`src/rtl/ps2_pkg.sv`:
```
// Shared definitions for the PS/2 keyboard receive path: prefix codes, receiver
// state encoding and the scan codes consumed downstream by keyboard_input.
package ps2_pkg;

    localparam logic [7:0] SC_BREAK = 8'hF0;
    localparam logic [7:0] SC_EXT   = 8'hE0;

    typedef enum logic [1:0] {
        ST_IDLE   = 2'd0,
        ST_DATA   = 2'd1,
        ST_PARITY = 2'd2,
        ST_STOP   = 2'd3
    } rx_state_t;

    // Set-1 codes are not used here; these are scan code set 2 make codes
    localparam logic [7:0] KEY_A     = 8'h1C;
    localparam logic [7:0] KEY_B     = 8'h32;
    localparam logic [7:0] KEY_C     = 8'h21;
    localparam logic [7:0] KEY_D     = 8'h23;
    localparam logic [7:0] KEY_E     = 8'h24;
    localparam logic [7:0] KEY_F     = 8'h2B;
    localparam logic [7:0] KEY_G     = 8'h34;
    localparam logic [7:0] KEY_H     = 8'h33;
    localparam logic [7:0] KEY_1     = 8'h16;
    localparam logic [7:0] KEY_2     = 8'h1E;
    localparam logic [7:0] KEY_3     = 8'h26;
    localparam logic [7:0] KEY_4     = 8'h25;
    localparam logic [7:0] KEY_5     = 8'h2E;
    localparam logic [7:0] KEY_6     = 8'h36;
    localparam logic [7:0] KEY_7     = 8'h3D;
    localparam logic [7:0] KEY_8     = 8'h3E;
    localparam logic [7:0] KEY_R     = 8'h2D;
    localparam logic [7:0] KEY_K     = 8'h42;
    localparam logic [7:0] KEY_LEFT  = 8'h6B;
    localparam logic [7:0] KEY_RIGHT = 8'h74;

    // Odd parity over data+parity and a high stop bit make a good frame
    function automatic logic frame_ok(input logic [7:0] data,
                                      input logic       parity,
                                      input logic       stop);
        return (^{data, parity}) & stop;
    endfunction

endpackage

```
`src/rtl/ps2_sync_edge.sv`:
```
// Synchronises the raw PS/2 clock and data pins and produces a one-cycle pulse
// on each falling edge of the synchronised clock, with data aligned to it.
module ps2_sync_edge #(
    parameter int SYNC_STAGES = 2
) (
    input  logic clock,
    input  logic reset,
    input  logic ps2_clk,
    input  logic ps2_dat,
    output logic dat_s,
    output logic clk_fall
);

    logic [SYNC_STAGES-1:0] clk_sync_reg;
    logic [SYNC_STAGES-1:0] clk_sync_next;
    logic [SYNC_STAGES-1:0] dat_sync_reg;
    logic [SYNC_STAGES-1:0] dat_sync_next;
    logic                   clk_prev_reg;
    logic                   clk_fall_reg;
    logic                   dat_dly_reg;

    genvar gi;
    generate
        for (gi = 0; gi < SYNC_STAGES; gi++) begin : g_sync
            if (gi == 0) begin : g_first
                assign clk_sync_next[gi] = ps2_clk;
                assign dat_sync_next[gi] = ps2_dat;
            end else begin : g_chain
                assign clk_sync_next[gi] = clk_sync_reg[gi-1];
                assign dat_sync_next[gi] = dat_sync_reg[gi-1];
            end
        end
    endgenerate

    // Bus idles high, so resetting to 1 avoids a phantom fall after reset
    always_ff @(posedge clock or negedge reset) begin
        if (!reset) begin
            clk_sync_reg <= '1;
            dat_sync_reg <= '1;
            clk_prev_reg <= 1'b1;
            clk_fall_reg <= 1'b0;
            dat_dly_reg  <= 1'b1;
        end else begin
            clk_sync_reg <= clk_sync_next;
            dat_sync_reg <= dat_sync_next;
            clk_prev_reg <= clk_sync_reg[SYNC_STAGES-1];
            clk_fall_reg <= clk_prev_reg & ~clk_sync_reg[SYNC_STAGES-1];
            dat_dly_reg  <= dat_sync_reg[SYNC_STAGES-1];
        end
    end

    assign clk_fall = clk_fall_reg;
    assign dat_s    = dat_dly_reg;

endmodule

```
`src/rtl/ps2_scancode_rx.sv`:
```
// PS/2 device-to-host byte receiver with break/extended prefix tracking and a
// key-press strobe shaped for the rising-edge detector in keyboard_input.
module ps2_scancode_rx
    import ps2_pkg::*;
#(
    parameter int SYNC_STAGES    = 2,
    parameter int TIMEOUT_CYCLES = 5000,
    parameter int PULSE_CYCLES   = 2
) (
    input  logic       clock,
    input  logic       reset,
    input  logic       ps2_clk,
    input  logic       ps2_dat,
    output logic [7:0] ps2_key_data,
    output logic       ps2_key_pressed,
    output logic [7:0] ps2_out,
    output logic       byte_valid,
    output logic       extended,
    output logic       rx_err
);

    localparam int TMO_W = $clog2(TIMEOUT_CYCLES + 1);
    localparam int PCW   = $clog2(PULSE_CYCLES + 1);
    localparam logic [TMO_W-1:0] TMO_LAST  = TMO_W'(TIMEOUT_CYCLES - 1);
    localparam logic [PCW-1:0]   PULSE_TOP = PCW'(PULSE_CYCLES - 1);

    logic dat_s;
    logic clk_fall;

    ps2_sync_edge #(
        .SYNC_STAGES(SYNC_STAGES)
    ) u_sync (
        .clock   (clock),
        .reset   (reset),
        .ps2_clk (ps2_clk),
        .ps2_dat (ps2_dat),
        .dat_s   (dat_s),
        .clk_fall(clk_fall)
    );

    rx_state_t        state_reg,  state_next;
    logic [2:0]       bitcnt_reg, bitcnt_next;
    logic [7:0]       shift_reg,  shift_next;
    logic             parity_reg, parity_next;
    logic [TMO_W-1:0] tmo_reg,    tmo_next;
    logic             frame_end;
    logic             frame_good;
    logic             timeout;
    logic             is_prefix;
    logic             make_hit;

    logic [7:0]     key_data_reg;
    logic           pressed_reg;
    logic [7:0]     out_reg;
    logic           byte_valid_reg;
    logic           extended_reg;
    logic           rx_err_reg;
    logic           break_pend_reg;
    logic           ext_pend_reg;
    logic           strobe_start_reg;
    logic [PCW-1:0] pulse_cnt_reg;

    always_ff @(posedge clock or negedge reset) begin
        if (!reset) begin
            state_reg  <= ST_IDLE;
            bitcnt_reg <= '0;
            shift_reg  <= '0;
            parity_reg <= 1'b0;
            tmo_reg    <= '0;
        end else begin
            state_reg  <= state_next;
            bitcnt_reg <= bitcnt_next;
            shift_reg  <= shift_next;
            parity_reg <= parity_next;
            tmo_reg    <= tmo_next;
        end
    end

    always_comb begin
        state_next  = state_reg;
        bitcnt_next = bitcnt_reg;
        shift_next  = shift_reg;
        parity_next = parity_reg;
        tmo_next    = tmo_reg;
        frame_end   = 1'b0;
        timeout     = 1'b0;

        // A fall in the expiry cycle takes priority, so the bit is kept
        if (state_reg == ST_IDLE || clk_fall) begin
            tmo_next = '0;
        end else if (tmo_reg == TMO_LAST) begin
            timeout    = 1'b1;
            state_next = ST_IDLE;
            tmo_next   = '0;
        end else begin
            tmo_next = tmo_reg + 1'b1;
        end

        if (clk_fall) begin
            case (state_reg)
                ST_IDLE: begin
                    if (!dat_s) begin
                        state_next  = ST_DATA;
                        bitcnt_next = '0;
                    end
                end
                ST_DATA: begin
                    shift_next  = {dat_s, shift_reg[7:1]};
                    bitcnt_next = bitcnt_reg + 1'b1;
                    if (bitcnt_reg == 3'd7) begin
                        state_next = ST_PARITY;
                    end
                end
                ST_PARITY: begin
                    parity_next = dat_s;
                    state_next  = ST_STOP;
                end
                ST_STOP: begin
                    frame_end  = 1'b1;
                    state_next = ST_IDLE;
                end
                default: state_next = ST_IDLE;
            endcase
        end
    end

    assign frame_good = frame_ok(shift_reg, parity_reg, dat_s);
    assign is_prefix  = (shift_reg == SC_BREAK) || (shift_reg == SC_EXT);
    assign make_hit   = frame_end & frame_good & ~is_prefix & ~break_pend_reg;

    always_ff @(posedge clock or negedge reset) begin
        if (!reset) begin
            key_data_reg     <= '0;
            out_reg          <= '0;
            byte_valid_reg   <= 1'b0;
            extended_reg     <= 1'b0;
            rx_err_reg       <= 1'b0;
            break_pend_reg   <= 1'b0;
            ext_pend_reg     <= 1'b0;
            strobe_start_reg <= 1'b0;
        end else begin
            byte_valid_reg   <= 1'b0;
            rx_err_reg       <= timeout;
            strobe_start_reg <= make_hit;
            if (frame_end) begin
                if (frame_good) begin
                    out_reg        <= shift_reg;
                    byte_valid_reg <= 1'b1;
                    if (shift_reg == SC_BREAK) begin
                        break_pend_reg <= 1'b1;
                    end else if (shift_reg == SC_EXT) begin
                        ext_pend_reg <= 1'b1;
                    end else begin
                        break_pend_reg <= 1'b0;
                        ext_pend_reg   <= 1'b0;
                        if (!break_pend_reg) begin
                            key_data_reg <= shift_reg;
                            extended_reg <= ext_pend_reg;
                        end
                    end
                end else begin
                    rx_err_reg <= 1'b1;
                end
            end
        end
    end

    // A new make always drops the strobe for a cycle so every make gets its own rising edge
    always_ff @(posedge clock or negedge reset) begin
        if (!reset) begin
            pressed_reg   <= 1'b0;
            pulse_cnt_reg <= '0;
        end else if (make_hit) begin
            pressed_reg   <= 1'b0;
            pulse_cnt_reg <= '0;
        end else if (strobe_start_reg) begin
            pressed_reg   <= 1'b1;
            pulse_cnt_reg <= PULSE_TOP;
        end else if (pulse_cnt_reg != '0) begin
            pulse_cnt_reg <= pulse_cnt_reg - 1'b1;
        end else begin
            pressed_reg <= 1'b0;
        end
    end

    assign ps2_key_data    = key_data_reg;
    assign ps2_key_pressed = pressed_reg;
    assign ps2_out         = out_reg;
    assign byte_valid      = byte_valid_reg;
    assign extended        = extended_reg;
    assign rx_err          = rx_err_reg;

endmodule

```
`config.mk`:
```
export PLATFORM = sky130hd
export DESIGN_NAME = ps2_scancode_rx
export DESIGN_NICKNAME = d
export VERILOG_FILES = /design/src/rtl/ps2_pkg.sv /design/src/rtl/ps2_sync_edge.sv /design/src/rtl/ps2_scancode_rx.sv
export SDC_FILE = /design/constraint.sdc
export NUM_CORES = 1
export LEC_CHECK = 0
export BUFFER_PORTS_ARGS = -buffer_cell sky130_fd_sc_hd__buf_4
export CORE_ASPECT_RATIO = 0.7
export CORE_MARGIN = 4
export CORE_UTILIZATION = 45
export DETAILED_ROUTE_END_ITERATION = 16
export PLACE_DENSITY = 0.67
export SYNTH_ARGS = -nofsm -noshare
export SYNTH_HDL_FRONTEND = slang
export SYNTH_HIERARCHICAL = 1
export SYNTH_SLANG_ARGS = --single-unit
```
`constraint.sdc`:
```
create_clock -name clock -period 6.1 [get_ports clock]
set_clock_uncertainty 0.15 [all_clocks]
set_input_delay 0.61 -clock clock [delete_from_list [all_inputs] [get_ports clock]]
set_output_delay 0.61 -clock clock [all_outputs]
set_load 0.02 [all_outputs]
```
==> flow_summary.json <==
{
  "grt_max_degree": 60,
  "r2r_slack_ns": 3.64,
  "drv_slew": 0,
  "largest_register_ffs": 13,
  "wl_per_cell_microns": 13.99,
  "r2r_cells": 4,
  "first_iter_violations": 58,
  "critPathLaunchType": "register",
  "grt_util_met3_pct": 5.158,
  "port_buffers": 23,
  "finalNetCount": 250,
  "crit_end": "tmo_reg[11]$_DFF_PN0_",
  "synthMuxAreaShare_pct": 13.64,
  "hp-class": "in -> async",
  "vias_per_cell": 5.028,
  "syn_nets": 222,
  "rsz0062_at_grt": "false",
  "fmax_mhz": 406.8,
  "yosysSeqAreaShare_pct": 55.01,
  "cp-end-kind": "register",
  "antennaDiodeCount": 0,
  "yosys.area_share.adder_pct": 1.855,
  "max_slew.worst_pin.slew_ns": 0.7240,
  "htree_levels": 3,
  "synth_edf_count": 0,
  "cts_root_buffer": "clkbuf_8",
  "yosysMostFrequentCell": "dfrtp_1",
  "fin_util_pct": 54.37,
  "cts_resized": 0,
  "regArea_sq_mm": 0.001484,
  "ys_types": 41,
  "drc": 0,
  "crit_start": "tmo_reg[6]$_DFF_PN0_",
  "use_met1_pct": 20.16,
  "dp_hpwl_microns": 3107,
  "die_height_microns": 72.78,
  "synth_compound_area_share_pct": 5.612,
  "synth_area_sq_mm": 0.002698,
  "num_io_pins": 24,
  "cts_setup_buffers": 0,
  "gp_congestion": 0.7460,
  "clkTransAtPathRegs_ns": 0.06,
  "relSlewSlack_pct": 51.73,
  "synth_top_area_share_pct": 49.17,
  "grt_util_met2_pct": 19.09,
  "area_growth_pct": 16.00,
  "path_max_fanout": 13,
  "status": "complete, no violations",
  "finalSetupTns_ns": 0,
  "finalHoldViolCount": 0,
  "critical_path_arrival_ns": 2.51,
  "avgSynthCellArea_sq_um": 12.61,
  "critical_path_class": "reg -> reg",
  "cts_tree": "yes",
  "peakVddDrop_uv": 201.8,
  "synth_xor_area_share_pct": 7.792,
  "yosys_register_bits": 59,
  "drt_first_pass_iters": 4,
  "cap_violations": 0,
  "wl_microns": 4506,
  "ys_top_cells_by_count": "53 x dfrtp_1, 22 x nor2_1, 13 x xnor2_1",
  "r2r-start": "tmo_reg[6]$_DFF_PN0_",
  "synthTopCellsByArea": "dfrtp_1 49%, mux2_4 6.7%, dfstp_2 5.8%",
  "postSynthCellCount": 214,
  "core_area_sq_mm": 0.005756,
  "clk_latency_ns": 0.33,
  "cts_buffers": 9,
  "yosysWarnings": 6,
  "clockBufferDepth": 2,
  "grt_pass1_wl_microns": 7817,
  "grt.total_usage_pct": 14.20,
  "gr-total-overflow": 0,
  "grt_pass1_vias": 1617,
  "synth_area_leader_cell": "dfrtp_1",
  "pwr_density_cell_mw_per_mm2": 370.0,
  "clock-sinks": 59,
  "synth_top_family_by_area": "multiplexers",
  "crit_required_ns": 6.15,
  "drive_above_1_share_pct": 31.17,
  "initial_core_util_pct": 46.87,
  "period_needed_ns": 2.458,
  "async_flop_share_pct": 100.0,
  "fin_hold_ws_ns": 0.1782,
  "drtAntennaViolNets": 0,
  "finalCritPeriodShare_pct": 40.30,
  "multiInputGateArea_sq_mm": 0.001126,
  "reg2reg_to": "tmo_reg[11]$_DFF_PN0_",
  "die_width_microns": 100.5,
  "row_count": 23,
  "synthSimpleGateAreaFrac_pct": 12.85,
  "cts_hold_buf": 0,
  "fillers": 506,
  "grt-busiest-layer": "met1",
  "p_leak_nw": 1.501,
  "die-area_sq_mm": 0.007317,
  "antenna_found_initial": 0,
  "synth_flop_cell": "dfrtp_1",
  "report.final.setup_viol": 0,
  "via_count": 1619
}
[cell usage in the layout (no fill, tap or decap), types with 6 or more instances in the layout]
cell type and n:
buf_4 24, clkbuf_8 9, dfrtp_1 53, dfstp_2 6
inv_1 10, mux2_2 12, mux2_4 12, nand2_1 11
nand3_1 11, nor2_1 22, o21ai_0 7, xnor2_1 13
[where the power goes]
group          switching (W)  total, W  internal (W)
Clock               0.000146  0.000373      0.000227
Sequential         0.0000602  0.000500      0.000439
Combinational       0.000134  0.000285      0.000151
Total               0.000340   0.00116      0.000818
[cell type report]
class / instances / share of cell area [%]
Inverter: 10 / 1.200
Multi-Input combinational cell: 138 / 35.99
Clock buffer: 10 / 4.078
Tap cell: 75 / 2.999
Clock inverter: 6 / 2.559
Sequential cell: 59 / 47.42
Timing Repair Buffer: 24 / 5.758
[how the worst min path moves through the flow]
| stage | endpoint | slack [ns] | start | depth (start not counted) |
|---|---|---|---|---|
| floorplan | bitcnt_reg[0]$_DFFE_PN0P_ | 0.16 | reset | 0 |
| detailed placement | u_sync/dat_s$_DFF_PN1_ | 0.20 | u_sync/dat_sync_reg[1]$_DFF_PN1_ | 0 |
| CTS | ps2_out[6]$_DFFE_PN0N_ | 0.21 | reset | 1 |
| global placement | u_sync/clk_sync_reg[1]$_DFF_PN1_ | 0.20 | u_sync/clk_sync_reg[0]$_DFF_PN1_ | 0 |
| global route | u_sync/dat_sync_reg[1]$_DFF_PN1_ | 0.21 | u_sync/dat_sync_reg[0]$_DFF_PN1_ | 0 |
| finish | ps2_out[6]$_DFFE_PN0N_ | 0.18 | reset | 1 |
[worst max-delay path, cell delays in order (launching register included)]
cell	delay (ns)
dfrtp_1	0.43
or4b_2	0.68
nor4_1	0.47
nand2b_1	0.50
nor2_1	0.10
[logic make-up after synthesis]
family,count (synthesis)
and+or+nand+nor,68
AOI/OAI and AO/OA,19
DFF,59
muxes,28
buffers and inverters,17
adders and majority gates,4
xor gates and xnor gates,19
[per-layer routing]
metal / share of wire (%) / vias up
li1: - / 800
met1: 54 / 782
met2: 39 / 28
met3: 4.6 / 9
met4: 2.1 / 0
met5: 0 / -
[through the flow]
step	power [W]	instances	instance area, sq um	setup WS (ns)
finish	0.001158	322	3129	3.642
global route	0.001222	322	3129	3.421
CTS	0.001171	322	3129	3.614
detailed placement	0.0007933	306	2922	3.628
global placement	0.0007870	306	2922	3.710
floorplan	0.0007391	214	2698	4.007
No activity file was read; power rests on OpenSTA's default activity.
